**src/rtl/regfile_writeback_if.sv**
```systemverilog
// ============================================================================
// Module      : regfile_writeback_if
// Description : Handshake and bus bundle for the register file write-side
//               controller. It carries issue reservations, ALU and load
//               results, decode source lookups and the register file write
//               port. The master side is the pipeline and register file. The
//               slave side is regfile_writeback.
// Config      : REGFILE_WB_BYPASS_EN adds the rsN_fwd / rsN_fwd_data signals.
// Revision    : 1.0 - initial release
// ============================================================================
`default_nettype none

interface regfile_writeback_if #(
  parameter int XLEN  = 32,
  parameter int DEPTH = 4
);
  localparam int c_CNT_W = $clog2(DEPTH) + 1;

  logic              iss_valid;
  logic [4:0]        iss_rd;
  logic              alu_valid;
  logic [4:0]        alu_rd;
  logic [XLEN-1:0]   alu_data;
  logic              alu_ready;
  logic              lsu_valid;
  logic [4:0]        lsu_rd;
  logic [XLEN-1:0]   lsu_data;
  logic              lsu_ready;
  logic [4:0]        rs1;
  logic [4:0]        rs2;
  logic              rs1_busy;
  logic              rs2_busy;
  logic              we;
  logic [4:0]        rd;
  logic [XLEN-1:0]   rd_data;
  logic [c_CNT_W-1:0] count;
`ifdef REGFILE_WB_BYPASS_EN
  logic              rs1_fwd;
  logic [XLEN-1:0]   rs1_fwd_data;
  logic              rs2_fwd;
  logic [XLEN-1:0]   rs2_fwd_data;
`endif

  modport master (
    output iss_valid, iss_rd,
    output alu_valid, alu_rd, alu_data,
    input  alu_ready,
    output lsu_valid, lsu_rd, lsu_data,
    input  lsu_ready,
    output rs1, rs2,
    input  rs1_busy, rs2_busy,
`ifdef REGFILE_WB_BYPASS_EN
    input  rs1_fwd, rs1_fwd_data, rs2_fwd, rs2_fwd_data,
`endif
    input  we, rd, rd_data, count
  );

  modport slave (
    input  iss_valid, iss_rd,
    input  alu_valid, alu_rd, alu_data,
    output alu_ready,
    input  lsu_valid, lsu_rd, lsu_data,
    output lsu_ready,
    input  rs1, rs2,
    output rs1_busy, rs2_busy,
`ifdef REGFILE_WB_BYPASS_EN
    output rs1_fwd, rs1_fwd_data, rs2_fwd, rs2_fwd_data,
`endif
    output we, rd, rd_data, count
  );

endinterface

`default_nettype wire

```
**src/rtl/regfile_writeback.sv**
```systemverilog
// ============================================================================
// Module      : regfile_writeback
// Description : Write-side controller for the 32x32 register file. ALU and
//               load results go into a circular write queue. The block drains
//               one write per cycle to the register file and keeps a busy
//               scoreboard of reserved destinations, which decode uses to
//               detect RAW hazards.
// Config      : REGFILE_WB_BYPASS_EN adds forwarding of the in-flight write
//               to the decode source lookups.
// Revision    : 1.0 - initial release
// ============================================================================
`default_nettype none

module regfile_writeback #(
  parameter int DEPTH = 4,
  parameter int XLEN  = 32
) (
  input  logic               clk,
  input  logic               rst_n,
  regfile_writeback_if.slave io_wb
);

  localparam int c_PTR_W = $clog2(DEPTH);
  localparam int c_CNT_W = c_PTR_W + 1;

  // Queue storage and pointers
  logic [4:0]          r_q_rd   [DEPTH];
  logic [XLEN-1:0]     r_q_data [DEPTH];
  logic [c_PTR_W-1:0]  r_head;
  logic [c_PTR_W-1:0]  r_tail;
  logic [c_CNT_W-1:0]  r_count;
  logic [31:1]         r_busy;

  logic [c_CNT_W-1:0]  w_free;
  logic                w_lsu_ready;
  logic                w_alu_ready;
  logic                w_push_lsu;
  logic                w_push_alu;
  logic                w_pop;
  logic [c_PTR_W-1:0]  w_alu_slot;
  logic [c_PTR_W-1:0]  w_tail_nxt;
  logic [c_CNT_W-1:0]  w_count_nxt;
  logic [4:0]          w_head_rd;
  logic [XLEN-1:0]     w_head_data;
  logic [31:1]         w_busy_nxt;
  logic [31:0]         w_busy_idx;
  logic                w_rs1_busy_raw;
  logic                w_rs2_busy_raw;

  // Readiness uses only registered occupancy. A same-cycle pop does not free a slot early.
  always_comb begin
    w_free      = c_CNT_W'(DEPTH) - r_count;
    w_lsu_ready = (w_free >= c_CNT_W'(1));
    w_alu_ready = (w_free >= c_CNT_W'(2)) ||
                  ((w_free == c_CNT_W'(1)) && !io_wb.lsu_valid);
    // Writes to x0 complete the handshake but are discarded.
    w_push_lsu  = io_wb.lsu_valid && w_lsu_ready && (io_wb.lsu_rd != 5'd0);
    w_push_alu  = io_wb.alu_valid && w_alu_ready && (io_wb.alu_rd != 5'd0);
    w_pop       = (r_count != '0);
    // The LSU entry takes the tail slot first; the ALU entry follows it.
    w_alu_slot  = w_push_lsu ? (r_tail + c_PTR_W'(1)) : r_tail;
    w_tail_nxt  = r_tail + c_PTR_W'(w_push_lsu) + c_PTR_W'(w_push_alu);
    w_count_nxt = r_count + c_CNT_W'(w_push_lsu) + c_CNT_W'(w_push_alu)
                  - c_CNT_W'(w_pop);
    w_head_rd   = w_pop ? r_q_rd[r_head]   : 5'd0;
    w_head_data = w_pop ? r_q_data[r_head] : '0;
  end

  // Queue pointers, occupancy and entry storage
  always_ff @(posedge clk or negedge rst_n) begin
    if (!rst_n) begin
      r_head  <= '0;
      r_tail  <= '0;
      r_count <= '0;
      for (int i = 0; i < DEPTH; i++) begin
        r_q_rd[i]   <= 5'd0;
        r_q_data[i] <= '0;
      end
    end else begin
      if (w_push_lsu) begin
        r_q_rd[r_tail]   <= io_wb.lsu_rd;
        r_q_data[r_tail] <= io_wb.lsu_data;
      end
      if (w_push_alu) begin
        r_q_rd[w_alu_slot]   <= io_wb.alu_rd;
        r_q_data[w_alu_slot] <= io_wb.alu_data;
      end
      if (w_pop) begin
        r_head <= r_head + c_PTR_W'(1);
      end
      r_tail  <= w_tail_nxt;
      r_count <= w_count_nxt;
    end
  end

  // Scoreboard update: a pop clears the head destination, and a new reservation wins over that clear.
  always_comb begin
    for (int i = 1; i < 32; i++) begin
      w_busy_nxt[i] = (r_busy[i] && !(w_pop && (w_head_rd == 5'(i)))) ||
                      (io_wb.iss_valid && (io_wb.iss_rd == 5'(i)));
    end
  end

  // Scoreboard register
  always_ff @(posedge clk or negedge rst_n) begin
    if (!rst_n) begin
      r_busy <= '0;
    end else begin
      r_busy <= w_busy_nxt;
    end
  end

  // Source lookups and register file write port
  always_comb begin
    w_busy_idx     = {r_busy, 1'b0};
    w_rs1_busy_raw = (io_wb.rs1 != 5'd0) && w_busy_idx[io_wb.rs1];
    w_rs2_busy_raw = (io_wb.rs2 != 5'd0) && w_busy_idx[io_wb.rs2];
  end

  assign io_wb.lsu_ready = w_lsu_ready;
  assign io_wb.alu_ready = w_alu_ready;
  assign io_wb.we        = w_pop;
  assign io_wb.rd        = w_head_rd;
  assign io_wb.rd_data   = w_head_data;
  assign io_wb.count     = r_count;

`ifdef REGFILE_WB_BYPASS_EN
  logic w_rs1_fwd;
  logic w_rs2_fwd;

  // Forward the write in flight. This is for a register file whose read lags the write by one edge.
  always_comb begin
    w_rs1_fwd = w_pop && (io_wb.rs1 != 5'd0) && (w_head_rd == io_wb.rs1);
    w_rs2_fwd = w_pop && (io_wb.rs2 != 5'd0) && (w_head_rd == io_wb.rs2);
  end

  assign io_wb.rs1_fwd      = w_rs1_fwd;
  assign io_wb.rs2_fwd      = w_rs2_fwd;
  assign io_wb.rs1_fwd_data = w_head_data;
  assign io_wb.rs2_fwd_data = w_head_data;
  assign io_wb.rs1_busy     = w_rs1_busy_raw && !w_rs1_fwd;
  assign io_wb.rs2_busy     = w_rs2_busy_raw && !w_rs2_fwd;
`else
  assign io_wb.rs1_busy     = w_rs1_busy_raw;
  assign io_wb.rs2_busy     = w_rs2_busy_raw;
`endif

endmodule

`default_nettype wire

```
**src/flat_wrapper.sv**
```systemverilog
// flat-port wrapper written by rule: the top's interface ports become plain ports
module regfile_writeback_flat 
#(
  parameter int DEPTH = 4,
  parameter int XLEN  = 32
)
  (clk, rst_n, io_wb_iss_valid, io_wb_iss_rd, io_wb_alu_valid, io_wb_alu_rd, io_wb_alu_data, io_wb_alu_ready, io_wb_lsu_valid, io_wb_lsu_rd, io_wb_lsu_data, io_wb_lsu_ready, io_wb_rs1, io_wb_rs2, io_wb_rs1_busy, io_wb_rs2_busy, io_wb_we, io_wb_rd, io_wb_rd_data, io_wb_count);
  regfile_writeback_if #(.XLEN(XLEN), .DEPTH(DEPTH)) io_wb_i ();
  input  logic clk;
  input  logic rst_n;
  input wire logic [$bits(io_wb_i.iss_valid)-1:0] io_wb_iss_valid;
  input wire logic [$bits(io_wb_i.iss_rd)-1:0] io_wb_iss_rd;
  input wire logic [$bits(io_wb_i.alu_valid)-1:0] io_wb_alu_valid;
  input wire logic [$bits(io_wb_i.alu_rd)-1:0] io_wb_alu_rd;
  input wire logic [$bits(io_wb_i.alu_data)-1:0] io_wb_alu_data;
  output wire logic [$bits(io_wb_i.alu_ready)-1:0] io_wb_alu_ready;
  input wire logic [$bits(io_wb_i.lsu_valid)-1:0] io_wb_lsu_valid;
  input wire logic [$bits(io_wb_i.lsu_rd)-1:0] io_wb_lsu_rd;
  input wire logic [$bits(io_wb_i.lsu_data)-1:0] io_wb_lsu_data;
  output wire logic [$bits(io_wb_i.lsu_ready)-1:0] io_wb_lsu_ready;
  input wire logic [$bits(io_wb_i.rs1)-1:0] io_wb_rs1;
  input wire logic [$bits(io_wb_i.rs2)-1:0] io_wb_rs2;
  output wire logic [$bits(io_wb_i.rs1_busy)-1:0] io_wb_rs1_busy;
  output wire logic [$bits(io_wb_i.rs2_busy)-1:0] io_wb_rs2_busy;
  output wire logic [$bits(io_wb_i.we)-1:0] io_wb_we;
  output wire logic [$bits(io_wb_i.rd)-1:0] io_wb_rd;
  output wire logic [$bits(io_wb_i.rd_data)-1:0] io_wb_rd_data;
  output wire logic [$bits(io_wb_i.count)-1:0] io_wb_count;
  assign io_wb_i.iss_valid = io_wb_iss_valid;
  assign io_wb_i.iss_rd = io_wb_iss_rd;
  assign io_wb_i.alu_valid = io_wb_alu_valid;
  assign io_wb_i.alu_rd = io_wb_alu_rd;
  assign io_wb_i.alu_data = io_wb_alu_data;
  assign io_wb_alu_ready = io_wb_i.alu_ready;
  assign io_wb_i.lsu_valid = io_wb_lsu_valid;
  assign io_wb_i.lsu_rd = io_wb_lsu_rd;
  assign io_wb_i.lsu_data = io_wb_lsu_data;
  assign io_wb_lsu_ready = io_wb_i.lsu_ready;
  assign io_wb_i.rs1 = io_wb_rs1;
  assign io_wb_i.rs2 = io_wb_rs2;
  assign io_wb_rs1_busy = io_wb_i.rs1_busy;
  assign io_wb_rs2_busy = io_wb_i.rs2_busy;
  assign io_wb_we = io_wb_i.we;
  assign io_wb_rd = io_wb_i.rd;
  assign io_wb_rd_data = io_wb_i.rd_data;
  assign io_wb_count = io_wb_i.count;
  regfile_writeback #(.DEPTH(DEPTH), .XLEN(XLEN)) u_core (.clk(clk), .rst_n(rst_n), .io_wb(io_wb_i));
endmodule
```
**config.mk**
```make
export PLATFORM = sky130hd
export DESIGN_NAME = regfile_writeback_flat
export DESIGN_NICKNAME = d
export VERILOG_FILES = /design/src/rtl/regfile_writeback_if.sv /design/src/rtl/regfile_writeback.sv /design/src/flat_wrapper.sv
export SDC_FILE = /design/constraint.sdc
export NUM_CORES = 1
export LEC_CHECK = 0
export CORE_ASPECT_RATIO = 1.5
export CORE_MARGIN = 10
export CORE_UTILIZATION = 30
export DETAILED_ROUTE_END_ITERATION = 12
export PLACE_DENSITY = 0.49
export SLEW_MARGIN = 20
export SYNTH_ARGS = -nofsm -noshare
export SYNTH_HDL_FRONTEND = slang
export SYNTH_SLANG_ARGS = --single-unit
```
**constraint.sdc**
```tcl
create_clock -name clk -period 3.7 [get_ports clk]
set_clock_uncertainty 0.2 [all_clocks]
set_input_delay 0.555 -clock clk [delete_from_list [all_inputs] [get_ports clk]]
set_output_delay 0.555 -clock clk [all_outputs]
set_load 0.005 [all_outputs]
```
# [Word level (Yosys, flattened, before mapping)]
# Index checks and enable logic that the tools add are counted.
[op_classes] n_addsub=8 n_lt_le_gt_ge=9 n_eq_ne=63 mux=29 bitwise=3 n_reduce_logical=171
[ops] op="$bwmux 128" count=2
[ops] op="$mux 128" count=2
[ops] op="$eq 5x5->1 const B" count=32
[ops] op="$mux 32" count=5
[ops] op="$demux 32 s2" count=2
[ops] op="$logic_and 1x1->1" count=102
[ops] op="$eq 5x4->1 const B" count=16
[ops] op="$bmux 32 s2" count=1
[ops] op="$bwmux 20" count=2
[ops] op="$eq 5x3->1 const B" count=8
[ops] op="$mux 20" count=2
[ops] op="$logic_not 1->1" count=32
[ops] op="$logic_or 1x1->1" count=32
[ops] op="$mux 5" count=5
[ops] op="$demux 5 s2" count=2
[ops] op="$eq 5x2->1 const B" count=4
[ops] op="$reduce_bool 5->1" count=4
[ops] op="$lt 5x6->1 const B" count=2
[ops] op="$bmux 1 s5" count=2
[ops] op="$bmux 5 s2" count=1
[ops] op="$eq 5x1->1 const B" count=2
[ops] op="$ge 3x3->1 const B" count=3
[ops] op="$not 2->3" count=3
[ops] op="$add 3x1->3" count=2
[ops] op="11 further kinds" count=15
[word_totals] ff_bits=186 inputBits=94 output_inout_bits=45

# [Depth between registers and ports, before layout]
# Gate-level depths: netlist (run 1).
[logic_depth] word_depth=12 depth_mapped=12 depth_no_buf=11

# [Worst setup path after synthesis (run 1)]
# No wires, ideal clock.
[synth_path] path_type="register -> register" startpoint="register u_core.r_count[1], in the netlist u_core.io_wb.count[1]" endpoint="register u_core.r_count[1], in the netlist u_core.io_wb.count[1]" setup_ns=0.135 arrival_time_ns=2.887 required_time_ns=3.365 setup_slack_ns=0.478 stages_incl_launch_ff=12 cell_sequence="dfrtp_1 > inv_1 > ha_1 > ha_1 > or4b_1 > o211a_1 > buf_6 > clkinv_8 > ha_1 > fa_1 > inv_1 > fa_1"
[synth_via] elab_cells_between_ends=14 cone_classes="add/sub (4); order compare (2); eq/ne (1); reduce/logical (7)"
[synth_rtl] item="start: declaration" line_no="regfile_writeback.sv:31" rtl="logic [c_CNT_W-1:0] r_count;"
[synth_rtl] item="start signal: assignment" line_no="regfile_writeback.sv:92" rtl="r_count <= w_count_nxt;"
[synth_rtl] item="$sub 3x3->3" line_no="regfile_writeback.sv:52" rtl="w_free = c_CNT_W'(DEPTH) - r_count;"
[synth_rtl] item="$ge 3x1->1" line_no="regfile_writeback.sv:53" rtl="w_lsu_ready = (w_free >= c_CNT_W'(1));"
[synth_rtl] item="named net io_wb_lsu_ready" line_no="flat_wrapper.sv:20" rtl="output wire logic [$bits(io_wb_i.lsu_ready)-1:0] io_wb_lsu_ready;"
[synth_rtl] item="$logic_and 1x1->1 (2 in a row)" line_no="regfile_writeback.sv:57" rtl="w_push_lsu = io_wb.lsu_valid && w_lsu_ready && (io_wb.lsu_rd != 5'd0);"
[synth_rtl] item="$add 3x1->3 (2 in a row)" line_no="regfile_writeback.sv:63" rtl="w_count_nxt = r_count + c_CNT_W'(w_push_lsu) + c_CNT_W'(w_push_alu)"
[synth_rtl] item="$sub 3x1->3" line_no="regfile_writeback.sv:64" rtl="- c_CNT_W'(w_pop);"
[synth_rtl] item="named net u_core.w_count_nxt[1]" line_no="regfile_writeback.sv:42" rtl="logic [c_CNT_W-1:0] w_count_nxt;"
# The timed path passes the listed nets, and every way through them passes these cells.
# A chain may end at the register's enable or synchronous reset.

# [Worst setup path after layout (run 1)]
[layout_path] startpoint="input port io_wb_rs2[1]" endpoint="output port io_wb_rs2_busy"
[layout_via] elab_chain_len=3 elab_cells_between_ends=4 cone_classes="mux (2); reduce/logical (2)"
[layout_rtl] item="start: declaration" line_no="flat_wrapper.sv:22" rtl="input wire logic [$bits(io_wb_i.rs2)-1:0] io_wb_rs2;"
[layout_rtl] item="$bmux 1 s5" line_no="regfile_writeback.sv:117" rtl="w_rs2_busy_raw = (io_wb.rs2 != 5'd0) && w_busy_idx[io_wb.rs2];"
[layout_rtl] item="$mux 1 (not written as such)" line_no="regfile_writeback.sv:117"
[layout_rtl] item="$logic_and 1x1->1 *" line_no="regfile_writeback.sv:117"
[layout_rtl] item="end: declaration" line_no="flat_wrapper.sv:24" rtl="output wire logic [$bits(io_wb_i.rs2_busy)-1:0] io_wb_rs2_busy;"
# Every way passes the cells marked *; elsewhere a longest branch is shown, timed or not. The select of a mux whose other input is x is not followed.

==> results of run 1 <==
==> worst paths after layout <==
check,from,slack (ps),cells past startpoint,end
setup / recovery,io_wb_rs2[1],180,5,io_wb_rs2_busy
hold / removal,u_core.r_busy[11]$_DFF_PN0_,360,2,u_core.r_busy[11]$_DFF_PN0_
setup reg to reg,u_core.io_wb.count[0]$_DFF_PN0_,380,10,u_core.io_wb.count[1]$_DFF_PN0_
hold reg to reg,u_core.r_busy[11]$_DFF_PN0_,360,2,u_core.r_busy[11]$_DFF_PN0_
max in group asynchronous,rst_n,2010,3,u_core.r_q_data[2]$_DFF_PN0_
min in group asynchronous,rst_n,490,2,u_core.r_q_data[0]$_DFF_PN0_
==> worst reg2reg max path: stages, from the launching register on <==
cell and delay [ps]:
dfrtp_1 410, inv_1 120, ha_1 210, ha_1 290, or4b_1 500, o211a_1 300, clkinv_8 80, ha_1 240
fa_1 360, inv_1 80, fa_1 410
==> cells in the final DEF (no fill, tap or decap), types with 2 or more instances in the layout <==
master           count
mux2_4              62
or2_2                2
inv_1               13
clkbuf_16           17
mux4_2              52
clkbuf_8             2
nor2_1               7
nor4_1               4
bufinv_16            4
nor2b_1              6
nand2b_1             7
and2_1              38
buf_12              14
xnor2_1              4
nand2_2              4
dlymetal6s2s_1       2
nand2_1             15
clkinv_2             2
fa_1                 3
ha_1                 9
inv_6                4
nand4b_1             2
o21ai_0             64
nand3_1              3
a41oi_4              4
clkinv_4             2
dfrtp_1            184
buf_4               26
o211ai_1             2
mux2i_1              3
dfrtp_2              2
clkdlybuf4s50_1    135
mux2_2             238
==> metrics by stage <==
stage | hold WS (ps) | worst slack [ps]
after detailed placement | 344 | 22.4
after CTS | 360 | 11.3
after floorplan | 59.4 | 478
after global routing | 393 | 30.1
final | 359 | 180
after global placement | 331 | 46.5
==> kinds of logic after synthesis <==
group           count (synthesis)  share of synthesized area [%]
mux                           355                           43.2
xor+xnor                        5                          0.393
compound gates                 76                           4.43
flops                         186                           41.8
buf+inv                        56                           3.16
fa+ha+maj                      12                           1.55
simple gates                   98                           5.41
==> layout make-up <==
class | instances | area share [%]
tap | 484 | 4.34
clock buffer | 18 | 3.15
sequential | 186 | 33.4
clock inverter | 13 | 1.36
timing repair buffer | 179 | 13.4
multi-input combinational | 546 | 43.9
inverter | 14 | 0.466
==> power breakdown <==
part / internal (uW) / leakage [uW] / switching [uW] / total, uW
Sequential: 3130 / 0.00218 / 650 / 3780
Clock: 1150 / 0.000308 / 859 / 2010
Combinational: 4670 / 0.00326 / 2950 / 7620
Total: 8950 / 0.00575 / 4460 / 13400
==> Yosys cell counts, types with 2 or more instances <==
master / number / area share [%]
and2_1: 38 / 2.1
o211ai_1: 2 / 0.13
dfrtp_1: 186 / 42
a41oi_4: 4 / 0.99
mux2_2: 238 / 24
buf_1: 2 / 0.067
nand3_1: 3 / 0.13
ha_1: 9 / 1.0
nand4b_1: 2 / 0.16
nand2_2: 4 / 0.22
clkbuf_1: 11 / 0.37
nor2_1: 7 / 0.24
buf_6: 10 / 1.0
nor2b_1: 6 / 0.34
nand2_1: 15 / 0.51
or2_2: 2 / 0.11
nand2b_1: 7 / 0.39
mux2_4: 62 / 8.4
mux2i_1: 3 / 0.27
xnor2_1: 4 / 0.31
buf_2: 16 / 0.72
fa_1: 3 / 0.54
inv_1: 13 / 0.44
o21ai_0: 64 / 2.9
nor4_1: 4 / 0.22
mux4_2: 52 / 11
buf_8: 3 / 0.40
==> layer usage <==
| metal | share of wire [%] | GRT usage, % | vias to the layer above |
|---|---|---|---|
| li1 | - | - | 3259 |
| met2 | 53 | 26.1 | 166 |
| met3 | 4.1 | 3.53 | 46 |
| met1 | 40 | 17.0 | 3704 |
| met4 | 2.5 | 5.32 | 6 |
| met5 | 0.14 | 0 | - |
==> registers in the layout (all words and copies together) (netlist names) <==
| signal | count |
|---|---|
| u_core.r_busy | 31 |
| u_core.r_q_data | 128 |
| u_core.r_head | 2 |
| u_core.r_q_rd | 20 |
| u_core.io_wb.count | 3 |
| u_core.r_tail | 2 |
==> what timing repair did <==
action,4_1_cts,5_1_grt
endpoints found under the setup margin,0,2
resized for setup,0,2
hold endpoints to repair,75,0
hold buffers,1,0
==> results.rst, run 1 <==
.. list-table::
   :header-rows: 1

   * - Metric
     - Value
   * - Cell variety after synth
     - 45
   * - Average routed wire per standard cell
     - about 23 um
   * - Data arrival time at the worst-slack endpoint
     - between 2000 and 3000 ps
   * - Clock tree root driver cell
     - clkbuf_16
   * - Final Non-Filler Cells
     - roughly 1400
   * - Worst hold-check path type
     - reg2reg
   * - Post-CTS setup buffer count
     - 0
   * - Final wirelength
     - approximately 33000 um
   * - Post-route clock period utilization
     - a little over nine tenths
   * - Category of cells accounting for the largest share of critical-path delay
     - multiplexers
   * - Synth-to-layout area growth
     - 25.4%
   * - Syn Inst Count
     - between 700 and 800
   * - Pwr dens
     - 961 mW/mm^2
   * - Setup Crit Path Kind
     - in2out
   * - Clock tree from TritonCTS
     - yes
   * - Multi-input combinational cell area
     - 0.00612 mm^2
   * - Inst Count DP
     - 1408
   * - Crit Path Max Fanout
     - 2
   * - Post-synthesis instance area
     - 0.0111 mm^2
   * - Total clock sinks
     - roughly 190
   * - Register Area
     - roughly 0.0047 mm^2
   * - Number of setup violations in the final report
     - 0
   * - Placer's final routability congestion estimate
     - about 0.84
   * - DR iter-0 viols
     - between 300 and 400
   * - Via count of the first global-routing pass
     - 8106
   * - Yosys Warn Count
     - 0
   * - Post-detailed-route count of antenna-violating nets
     - 0
   * - Initial core utilization
     - between 30% and 40%
   * - Number of antenna violations at the first check in global routing
     - 3
   * - Time the worst path needs with I/O delays and setup
     - about 3500 ps
   * - Max-slew violation count
     - 0
   * - Critical path buffer and inverter count
     - 2
   * - Overall global routing resource usage
     - 14.8%
   * - Proportion of layout cells with a drive suffix above 1
     - 46.1%
   * - FF+latch count, synth
     - ~190
   * - Result of the run
     - finished clean
   * - Finished layout cell area
     - about 0.014 mm^2
   * - CTS Buf Count
     - 17
   * - CTS clock-pin slew for the worst setup and hold paths
     - ~70 ps
   * - Data required time at the worst endpoint
     - approximately 2900 ps
   * - Placed cell area
     - roughly 0.013 mm^2
   * - Max-slew headroom at the worst pin
     - between 50% and 60%
   * - Slew of the pin with the lowest slew margin
     - 708 ps
   * - Buffers on Ports
     - between 100 and 150
   * - Tot Pwr
     - roughly 13000 uW
   * - Final net count
     - between 1000 and 1500
   * - Cell type of the slowest stage on the worst timing path
     - mux4_2
   * - Leakage dissipation
     - roughly 0.0057 uW
   * - Final hold violations
     - 0
   * - Core Rows
     - 86
   * - Setup TNS
     - 0 ps
   * - Antenna diode instance count
     - 0
   * - Maximum clock insertion buffer count
     - 2
   * - Peak per-stage delay on the critical path
     - around 520 ps
   * - Maxcap violations
     - 0
   * - Count of flip-flops with a built-in enable after synthesis
     - 0
   * - Sequential area share after synthesis
     - 41.8%
   * - Overall die area
     - 0.0454 mm^2
   * - First-pass GRT wire length
     - roughly 50000 um
   * - Sort of element at the end of the critical path
     - output port
   * - Post-layout utilization of the core
     - 38.0%
   * - CP Cell Sequence
     - clkdlybuf4s50_1 > mux4_2 > mux4_2 > mux2_2 > clkdlybuf4s50_1
   * - DRC Markers
     - 0
   * - Later-pin clock latency in the skew report
     - between 400 and 500 ps
   * - Maximum achievable frequency
     - roughly 0.28 GHz
   * - Share of synthesized registers carrying an async set or reset
     - 100%
   * - Largest net degree at the start of global routing
     - 79
   * - Fillers
     - roughly 3500
   * - Mapped Avg Cell Area
     - ~14 um^2
   * - Vias per std cell
     - 4.99
   * - Top flip-flop cell by instance count after synthesis
     - dfrtp_1
   * - Core Box Area
     - approximately 0.037 mm^2
   * - Overall die height
     - about 260 um
   * - Global-route congestion overflow total
     - 0
   * - Detailed-route via count
     - slightly above 7000
   * - Unrepaired setup endpoints after global routing
     - false
   * - Critical Path Start Type
     - input port
   * - H-Tree Depth
     - 4
   * - Worst VDD drop
     - a little over 0.4 mV
   * - Die X
     - between 150 and 200 um
   * - Synth Net Count
     - roughly 890
   * - First-pass detailed-route iteration total
     - 4
   * - Top-level I/O count
     - about 140
   * - Total half-perimeter wirelength after legalization and detailed placement
     - 22700 um
No activity file was read; power rests on OpenSTA's default activity.
==> run 2: changes to the inputs <==
- PLACE_DENSITY: 0.49 -> 0.51
- clock period: 3.7 -> 2.9 ns (I/O delays scaled with it)
==> results.rst, run 2 (synthesis gave the netlist of run 1 again) <==
.. list-table::
   :header-rows: 1

   * - Metric
     - Value
   * - Most frequent standard cell in the layout excluding fill and tap cells
     - dfrtp_1
   * - Total clock sinks
     - 186
   * - Number of setup violations in the final report
     - 62
   * - Initial core utilization
     - 30.3%
   * - Result of the run
     - finished with violations
   * - Commonest cells after routing, fill and taps aside
     - 184 x dfrtp_1, 156 x mux2_2, 144 x mux2_4
   * - Setup ws final
     - -47.3 ps
   * - Number of antenna violations at the first check in global routing
     - 1
   * - Overall die height
     - 256 um
   * - Buffers on Ports
     - between 100 and 150
   * - Worst hold-check path type
     - in2async
   * - Max-slew headroom at the worst pin
     - just over 60%
   * - Core Rows
     - 86
   * - Proportion of layout cells with a drive suffix above 1
     - between 50% and 60%
   * - Failing checks
     - setup timing
   * - Setup Crit Path Kind
     - reg2reg
   * - Maximum clock insertion buffer count
     - 2
   * - Unrepaired setup endpoints after global routing
     - true
   * - Peak per-stage delay on the critical path
     - roughly 470 ps
   * - Synth-to-layout area growth
     - 41.1%
   * - Clock tree root driver cell
     - clkbuf_16
   * - Crit Path Max Fanout
     - 4
   * - Finished layout cell area
     - about 0.016 mm^2
   * - Max-slew violation count
     - 0
   * - Overall die area
     - roughly 0.045 mm^2
   * - Via count of the first global-routing pass
     - 8592
   * - Final Non-Filler Cells
     - between 1500 and 2000
   * - Critical path's most frequent cell
     - ha_4
   * - Pwr dens
     - 1240 mW/mm^2
   * - Die X
     - ~180 um
   * - Maxcap violations
     - 0
   * - Final net count
     - between 1000 and 1500
   * - H-Tree Depth
     - 4
   * - Regs by FF count
     - u_core.r_q_data (128), u_core.r_busy (31), u_core.r_q_rd (20)
   * - Average routed wire per standard cell
     - roughly 25 um
   * - Largest net degree at the start of global routing
     - 60
   * - First-pass detailed-route iteration total
     - 4
   * - Register name with the most flops
     - u_core.r_q_data
   * - Slew of the pin with the lowest slew margin
     - approximately 570 ps
   * - Critical Path Start Type
     - flip-flop
   * - Cell type of the slowest stage on the worst timing path
     - or4b_4
   * - Leakage dissipation
     - 0.00694 uW
   * - Final hold violations
     - 0
   * - DR iter-0 viols
     - between 300 and 400
   * - Data arrival time at the worst-slack endpoint
     - ~3100 ps
   * - Later-pin clock latency in the skew report
     - approximately 450 ps
   * - Post-route clock period utilization
     - 102%
   * - Maximum achievable frequency
     - roughly 0.34 GHz
   * - First-pass GRT wire length
     - about 55000 um
   * - Final wirelength
     - roughly 38000 um
   * - Data required time at the worst endpoint
     - a little over 3000 ps
   * - DRC Markers
     - 0
   * - Register Area
     - roughly 0.0047 mm^2
   * - CP Cell Sequence
     - inv_2 > ha_4 > ha_4 > or4b_4 > o211a_4 > buf_12 > clkinv_8 > ha_4 > fa_2 > inv_2 > fa_1
   * - Overall global routing resource usage
     - roughly 16%
   * - Total half-perimeter wirelength after legalization and detailed placement
     - about 23000 um
   * - Time the worst path needs with I/O delays and setup
     - 2950 ps
   * - Inst Count DP
     - between 1000 and 1500
   * - Detailed-route via count
     - between 7000 and 8000
   * - Top-level I/O count
     - 139
   * - Vias per std cell
     - just over 5
   * - Max reg flops
     - 128
   * - Global-route congestion overflow total
     - 0
   * - CTS Buf Count
     - 17
   * - Post-layout utilization of the core
     - a little over two fifths
   * - Core Box Area
     - roughly 0.037 mm^2
   * - Multi-input combinational cell area
     - approximately 0.0066 mm^2
   * - Post-detailed-route count of antenna-violating nets
     - 0
   * - Placer's final routability congestion estimate
     - roughly 0.86
   * - Fillers
     - ~3400
   * - Placed cell area
     - roughly 0.014 mm^2
   * - Clock tree from TritonCTS
     - yes
   * - Worst VDD drop
     - approximately 0.45 mV
   * - Sort of element at the end of the critical path
     - flip-flop
   * - CTS clock-pin slew for the worst setup and hold paths
     - about 80 ps
==> run 2: changes by cell type in the layout (fill, tap and decap cells not counted), sizes merged, moves of 2 or more <==
cell	change
dlymetal6s2s	-2
clkinv	-2
clkinvlp	+2
dlygate4sd2	+42
buf	+77
clkbuf	+10
clkdlybuf4s50	-44
==> run 2: where the power goes <==
group,switching [uW],internal (uW)
sequential,793,3990
clock,1110,1420
combinational,4610,7470
==> run 2: cell type report <==
cell class                 instances  share of cell area (%)
antenna                            1                  0.0159
clock buffer                      21                    2.93
clock inverter                    11                    1.01
inverter                          14                   0.438
multi-input combinational        546                    42.0
sequential                       186                    29.6
tap                              484                    3.86
timing repair buffer             260                    20.1
==> run 2: worst paths after layout <==
check / startpoint / to / slack [ps] / depth (start not counted)
min in group clk: u_core.r_busy[20]$_DFF_PN0_ / u_core.r_busy[20]$_DFF_PN0_ / 360 / 2
worst max register to register: u_core.io_wb.count[1]$_DFF_PN0_ / u_core.io_wb.count[1]$_DFF_PN0_ / -50 / 11
worst min register to register: u_core.r_busy[20]$_DFF_PN0_ / u_core.r_busy[20]$_DFF_PN0_ / 360 / 2
worst min-delay path: rst_n / u_core.r_q_data[18]$_DFF_PN0_ / 320 / 2
worst max-delay path: u_core.io_wb.count[1]$_DFF_PN0_ / u_core.io_wb.count[1]$_DFF_PN0_ / -50 / 11
max in group asynchronous: rst_n / u_core.io_wb.count[0]$_DFF_PN0_ / 1450 / 3
==> run 2: timing repair <==
item                                    CTS  global route
hold buffers                              1             0
cloned                                   21             6
endpoints found under the setup margin  181           158
pin swaps                                 9             6
endpoints found under the hold margin    56             0
buffers inserted                         33             2
resized for setup                       140            78
==> run 2: through the flow <==
stage / TNS [ps] / hold WS (ps) / power, uW / setup slack, ps
final: -992 / 321 / 19400 / -47.3
after global routing: -12470 / 349 / 20500 / -134
after CTS: -1890 / 330 / 19000 / -143
after detailed placement: -48280 / 266 / 15000 / -526
after global placement: -45540 / 263 / 14800 / -506
after floorplan: -1950 / -60.6 / 11300 / -168
==> run 2: routing by layer <==
metal  routed length [um]  part of all wire (%)  global-route usage, %  vias up
met2                20300                    54                   30.2      184
met1                14500                    38                   17.5     4020
li1                     -                     -                      -     3438
met4                 1400                   3.7                   6.87        2
met5                   12                 0.032                      0        -
met3                 1540                   4.1                   3.47       65
==> run 2: critical path, delay by kind of cell, from the launching register on <==
kind	cells	cell delay [ps]
AND/OR/NAND/NOR	1	470
flip-flops	1	370
buffers and inverters	4	290
AO/OA/AOI/OAI	1	190
adder cells (fa/ha/maj)	5	1290
==> run 3: changes to the inputs <==
- CORE_UTILIZATION: 30 -> 51
- PLACE_DENSITY: 0.51 -> 0.78
==> results.rst, run 3 (synthesis gave the netlist of run 1 again) <==
.. list-table::
   :header-rows: 1

   * - Metric
     - Value
   * - CP Cell Sequence
     - inv_2 > ha_4 > ha_4 > or4b_4 > buf_6 > o211ai_1 > buf_4 > nor4_2 > a41oi_4 > buf_8 > buf_16 > mux2_4
   * - Critical path's most frequent cell
     - ha_4
   * - Final hold violations
     - 0
   * - Overall die height
     - roughly 200 um
   * - CTS Buf Count
     - 17
   * - Via count of the first global-routing pass
     - between 9000 and 10000
   * - Final net count
     - roughly 1200
   * - Later-pin clock latency in the skew report
     - 460 ps
   * - Pwr dens
     - 1320 mW/mm^2
   * - Worst hold-check path type
     - in2async
   * - Regs by FF count
     - u_core.r_q_data (128), u_core.r_busy (31), u_core.r_q_rd (20)
   * - Detailed-route via count
     - between 8000 and 9000
   * - Unrepaired setup endpoints after global routing
     - true
   * - Clock tree from TritonCTS
     - yes
   * - Proportion of layout cells with a drive suffix above 1
     - between 50% and 60%
   * - Wire length on met3
     - between 2000 and 3000 um
   * - Number of setup violations in the final report
     - between 100 and 150
   * - Clock tree root driver cell
     - clkbuf_16
   * - Most frequent standard cell in the layout excluding fill and tap cells
     - mux2_4
   * - Core Box Area
     - about 0.022 mm^2
   * - Leakage dissipation
     - 0.00753 uW
   * - CTS clock-pin slew for the worst setup and hold paths
     - approximately 70 ps
   * - DR iter-0 viols
     - 827
   * - Peak per-stage delay on the critical path
     - approximately 490 ps
   * - Final wirelength
     - between 40000 and 50000 um
   * - Maximum achievable frequency
     - 0.325 GHz
   * - Uppermost layer routed
     - met5
   * - Overall die area
     - around 0.028 mm^2
   * - Time the worst path needs with I/O delays and setup
     - between 3000 and 4000 ps
   * - Die X
     - 141 um
   * - Data arrival time at the worst-slack endpoint
     - between 3000 and 4000 ps
   * - Buffers on Ports
     - between 100 and 150
   * - Synth-to-layout area growth
     - 44.7%
   * - Setup ws final
     - -179 ps
   * - Maxcap violations
     - 0
   * - Sum of met2 wire segment lengths after detailed routing
     - 20800 um
   * - Placer's final routability congestion estimate
     - roughly 0.96
   * - Largest net degree at the start of global routing
     - between 50 and 60
   * - Failing checks
     - setup timing
   * - Cell type of the slowest stage on the worst timing path
     - or4b_4
   * - Critical Path Start Type
     - flip-flop
   * - Post-route clock period utilization
     - 106%
   * - Antenna diode instance count
     - 0
   * - Register name with the most flops
     - u_core.r_q_data
   * - Setup Crit Path Kind
     - reg2reg
   * - Max reg flops
     - roughly 130
   * - Average routed wire per standard cell
     - 30.4 um
   * - Max-slew violation count
     - 0
   * - First-pass detailed-route iteration total
     - 5
   * - Data required time at the worst endpoint
     - 3040 ps
   * - Overall global routing resource usage
     - 26.9%
   * - Result of the run
     - finished with violations
   * - Max-slew headroom at the worst pin
     - 58.8%
   * - Top-level I/O count
     - roughly 140
   * - Crit Path Max Fanout
     - 10
   * - Slew of the pin with the lowest slew margin
     - 616 ps
   * - Routed metal-1 wirelength
     - about 15000 um
   * - Post-placement worst setup slack
     - -495 ps
   * - Number of antenna violations at the first check in global routing
     - 1
   * - Post-detailed-route count of antenna-violating nets
     - 0
   * - Global-route congestion overflow total
     - 0
   * - Total clock sinks
     - around 190
   * - Initial core utilization
     - 51.6%
   * - Worst VDD drop
     - 0.722 mV
   * - H-Tree Depth
     - 4
   * - Sort of element at the end of the critical path
     - flip-flop
   * - Commonest cells after routing, fill and taps aside
     - 212 x mux2_4, 184 x dfrtp_1, 93 x clkdlybuf4s50_1
   * - Maximum clock insertion buffer count
     - 2
   * - Core Rows
     - 66
   * - DRC Markers
     - 0
   * - Vias per std cell
     - between 6 and 7
   * - Total half-perimeter wirelength after legalization and detailed placement
     - slightly above 20000 um
   * - Final Hold Slack
     - 359 ps
   * - First-pass GRT wire length
     - between 50000 and 60000 um
==> run 3: timing repair <==
| action | in CTS | in global routing |
|---|---|---|
| gates cloned | 29 | 6 |
| buffers inserted | 53 | 15 |
| endpoints found under the hold margin | 54 | 0 |
| pin swaps | 10 | 3 |
| gates resized for setup | 224 | 90 |
| hold buffers | 1 | 0 |
| setup endpoints to repair | 170 | 177 |
==> run 3: worst paths after layout <==
path / startpoint / end / slack, ps / cells past startpoint
max reg2reg: u_core.io_wb.count[0]$_DFF_PN0_ / u_core.r_q_data[93]$_DFF_PN0_ / -180 / 12
max in group asynchronous: rst_n / u_core.r_q_rd[17]$_DFF_PN0_ / 1310 / 3
min: rst_n / u_core.r_q_data[40]$_DFF_PN0_ / 360 / 2
max: u_core.io_wb.count[0]$_DFF_PN0_ / u_core.r_q_data[93]$_DFF_PN0_ / -180 / 12
min in group clk: u_core.r_busy[31]$_DFF_PN0_ / u_core.r_busy[31]$_DFF_PN0_ / 370 / 2
min reg2reg: u_core.r_busy[31]$_DFF_PN0_ / u_core.r_busy[31]$_DFF_PN0_ / 370 / 2
==> run 3: per-stage QoR <==
step | TNS, ps | instances | utilization (%) | total power (uW) | area [um^2]
finish | -12270 | 1341 | 74.7 | 21200 | 16100
global route | -20670 | 1341 | 74.7 | 21900 | 16100
CTS | -7000 | 1335 | 73.8 | 20000 | 15900
detailed placement | -47800 | 1221 | 62.0 | 14900 | 13400
global placement | -43810 | 1221 | 62.0 | 14600 | 13400
floorplan | -1950 | 788 | - | 11300 | 11200
==> run 3: power breakdown <==
part           switching [uW]  internal, uW
clock network            1070          1340
logic                    5320          8470
registers                 996          4000
total                    7390         13800
==> run 3: final cells by class <==
| type | instances | area, um^2 |
|---|---|---|
| clock buffers | 21 | 470 |
| flip-flops and latches | 186 | 4660 |
| repair buffers | 292 | 3590 |
| inverters | 14 | 71.3 |
| clock inverters | 10 | 116 |
| multi-input cells | 546 | 6860 |
| fillers | 1213 | 5450 |
| well taps | 272 | 340 |
==> run 3: critical path: cells and delay by family (launching register included) <==
| kind | cells | cell delay [ps] |
|---|---|---|
| buffers and inverters | 5 | 750 |
| and+or+nand+nor | 2 | 550 |
| adders and majority gates | 2 | 420 |
| DFF | 1 | 380 |
| AOI/OAI and AO/OA | 2 | 370 |
| muxes | 1 | 310 |
==> run 3: metal layers <==
metal / vias up / track usage, %
li1: 3486 / -
met1: 4489 / 30.3
met2: 520 / 46.5
met3: 175 / 5.49
met4: 2 / 14.1
met5: - / 0
==> edit (flow settings as in run 2) <==
`DEPTH` is set to 4 in 3 places; all go to 2.
--- a/src/rtl/regfile_writeback_if.sv
+++ b/src/rtl/regfile_writeback_if.sv
@@ -13,5 +13,5 @@
 interface regfile_writeback_if #(
   parameter int XLEN  = 32,
-  parameter int DEPTH = 4
+  parameter int DEPTH = 2
 );
   localparam int c_CNT_W = $clog2(DEPTH) + 1;
--- a/src/rtl/regfile_writeback.sv
+++ b/src/rtl/regfile_writeback.sv
@@ -13,5 +13,5 @@
 
 module regfile_writeback #(
-  parameter int DEPTH = 4,
+  parameter int DEPTH = 2,
   parameter int XLEN  = 32
 ) (
--- a/src/flat_wrapper.sv
+++ b/src/flat_wrapper.sv
@@ -2,5 +2,5 @@
 module regfile_writeback_flat 
 #(
-  parameter int DEPTH = 4,
+  parameter int DEPTH = 2,
   parameter int XLEN  = 32
 )
Interface: changed (resized io_wb_count); port bits go from 139 to 138. The function was not compared with the original's and may differ.
==> edit against run 2 <==
- worst setup slack improved by 0.13 ns
- power fell by 53%
- design area down 45%
- core utilization is 0.58 points lower
- sequential cell count shrank 77
- routed wire length decreased by 45%
- critical endpoint is now io_wb_rs1_busy
- count of clock-buffer cells in the layout fell by 12
- area after synthesis down 43%
- critical path depth shrank 3
- clock power decreased by 51%
- final cell count down 28%
==> edit: results (changes against run 2) <==
met3 Track Usage GR 3.90% (+0.43 points); metal2 WL 10700 um (-48%); dpl hpwl 15700 um (-32%); Worst-Skew Late Latency 0.34 ns (-0.11 ns); maximum vdd drop 0.567 mV (+25%); Synth cell types 46 (+2.2%); met1 wire length 8290 um (-43%); met3 layer wire length in the routed design 1180 um (-23%); PwrDens 1040 nW/um^2 (-15%); worst-margin pin slew 0.737 ns (+0.170 ns); crit path DAT 2.19 ns (-0.88 ns); Placer Congestion 0.880 (+2.5%); Critical-path top delay cell clkdlybuf4s50_1; routed len/inst 18.9 um (-24%); Avg Cell Area, Syn 9.44 um^2 (-33%); Cell Area, Placed 8220 um^2 (-39%); Top delay family on crit path buffers and inverters; DRT Pass-1 Iters 5 (+1); worst reg2reg path endpoint u_core.r_q_data[11]; Leak 0.00361 uW (-48%); clock-pin slew on the worst setup and hold paths 0.07 ns; Setup WS pre-CTS -0.267 ns (+0.260 ns); synth top area cells dfrtp_1 (43%), mux2i_1 (20%), o21ai_0 (8.4%); final WL 20700 um (-45%); R2R cell count 9 (-2); biggest regs u_core.r_q_data x64, u_core.r_busy x31, u_core.r_q_rd x10; Synth Net Count 768 (-14%); critical path fanouts, max 9 (+5); Inserted Clock Buffers 9 (-8); sequential share of power 31.8% (+7.1 points); met1 usage 16.5% (-1.0 points); first-pass GRT wire length 33300 um (-40%); vias per cell 5.15 (+1.8%); GRT met2 Usage 26.3% (-4.0 points); Seq cells post-synth 109 (-41%); layout cells sized above 1 10.4% (-42 points); clk root buf clkbuf_16; Max Cap Violations 0 (unchanged); reg-to-reg startpoint u_core.io_wb.count[0]; Port Buffers 137 (-0.72%); number of global-route vias before repair 6102 (-29%); CTS H-tree depth 3 (-1); Synth top cells by count mux2i_1 (127), dfrtp_1 (109), o21ai_0 (106); Largest stage delay, worst path 0.51 ns (+0.04 ns); sequential share of the synthesized area 43.2% (+1.4 points); Hold WC Path Type reg -> reg; Clock group 1250 uW (-51%); status finished clean; Cell Int Power 5490 uW (-57%); global-route total usage across every layer 14.9% (-1.5 points); largest net degree at the start of global routing 49 (-18%); fillers 2034 (-40%); initial antenna violation count 4 (+3); hold_ws 0.344 ns (+0.0235 ns); 1st-iter DRT viols 241 (-23%); R2R setup slack 0.41 ns (+0.46 ns); Final nets 923 (-18%)
edit: cell count changes after synthesis, moves of 51 or more:
cell     delta
dfrtp_1    -77
mux4_2     -51
mux2_2    -237
mux2i_1   +124
mux2_4     -62
nor2_1     +74
edit: worst max-delay path by stage:
stage | from | endpoint | slack, ns | cells past startpoint
final | io_wb_rs1[0] | io_wb_rs1_busy | 0.08 | 8
after global routing | io_wb_rs1[0] | io_wb_rs1_busy | 0.02 | 7
after CTS | io_wb_rs1[0] | io_wb_rs1_busy | 0.008 | 7
after detailed placement | io_wb_rs2[0] | io_wb_rs2_busy | -0.27 | 9
after global placement | io_wb_rs2[0] | io_wb_rs2_busy | -0.24 | 8
after floorplan | io_wb_lsu_rd[1] | u_core.io_wb.count[1] | 0.30 | 6
edit: cells by family after synthesis:
logic type,after synthesis,share of synthesized area [%]
buffers and inverters,48,4.06
AO/OA/AOI/OAI,175,15.4
AND/OR/NAND/NOR,200,15.1
XOR/XNOR,3,0.416
multiplexers,129,20.7
flip-flops,109,43.2
adder cells (fa/ha/maj),5,1.11
edit: repair_timing:
item / CTS / global route
hold buffers: 1 / 0
resized for setup: 23 / 11
pin swaps: 1 / 0
endpoints found under the hold margin: 37 / 0
buffers inserted: 1 / 0
setup endpoints to repair: 2 / 2
gates cloned: 2 / 0
edit: area by class of cell:
| class | instances | area (um^2) | area share, % |
|---|---|---|---|
| Multi-Input combinational cell | 512 | 3460 | 39.8 |
| Clock buffer | 9 | 225 | 2.59 |
| Clock inverter | 6 | 72.6 | 0.835 |
| Timing Repair Buffer | 183 | 1830 | 21.1 |
| Inverter | 9 | 33.8 | 0.389 |
| Sequential cell | 109 | 2730 | 31.4 |
| Tap cell | 264 | 330 | 3.80 |
| Antenna cell | 2 | 5.00 | 0.0576 |
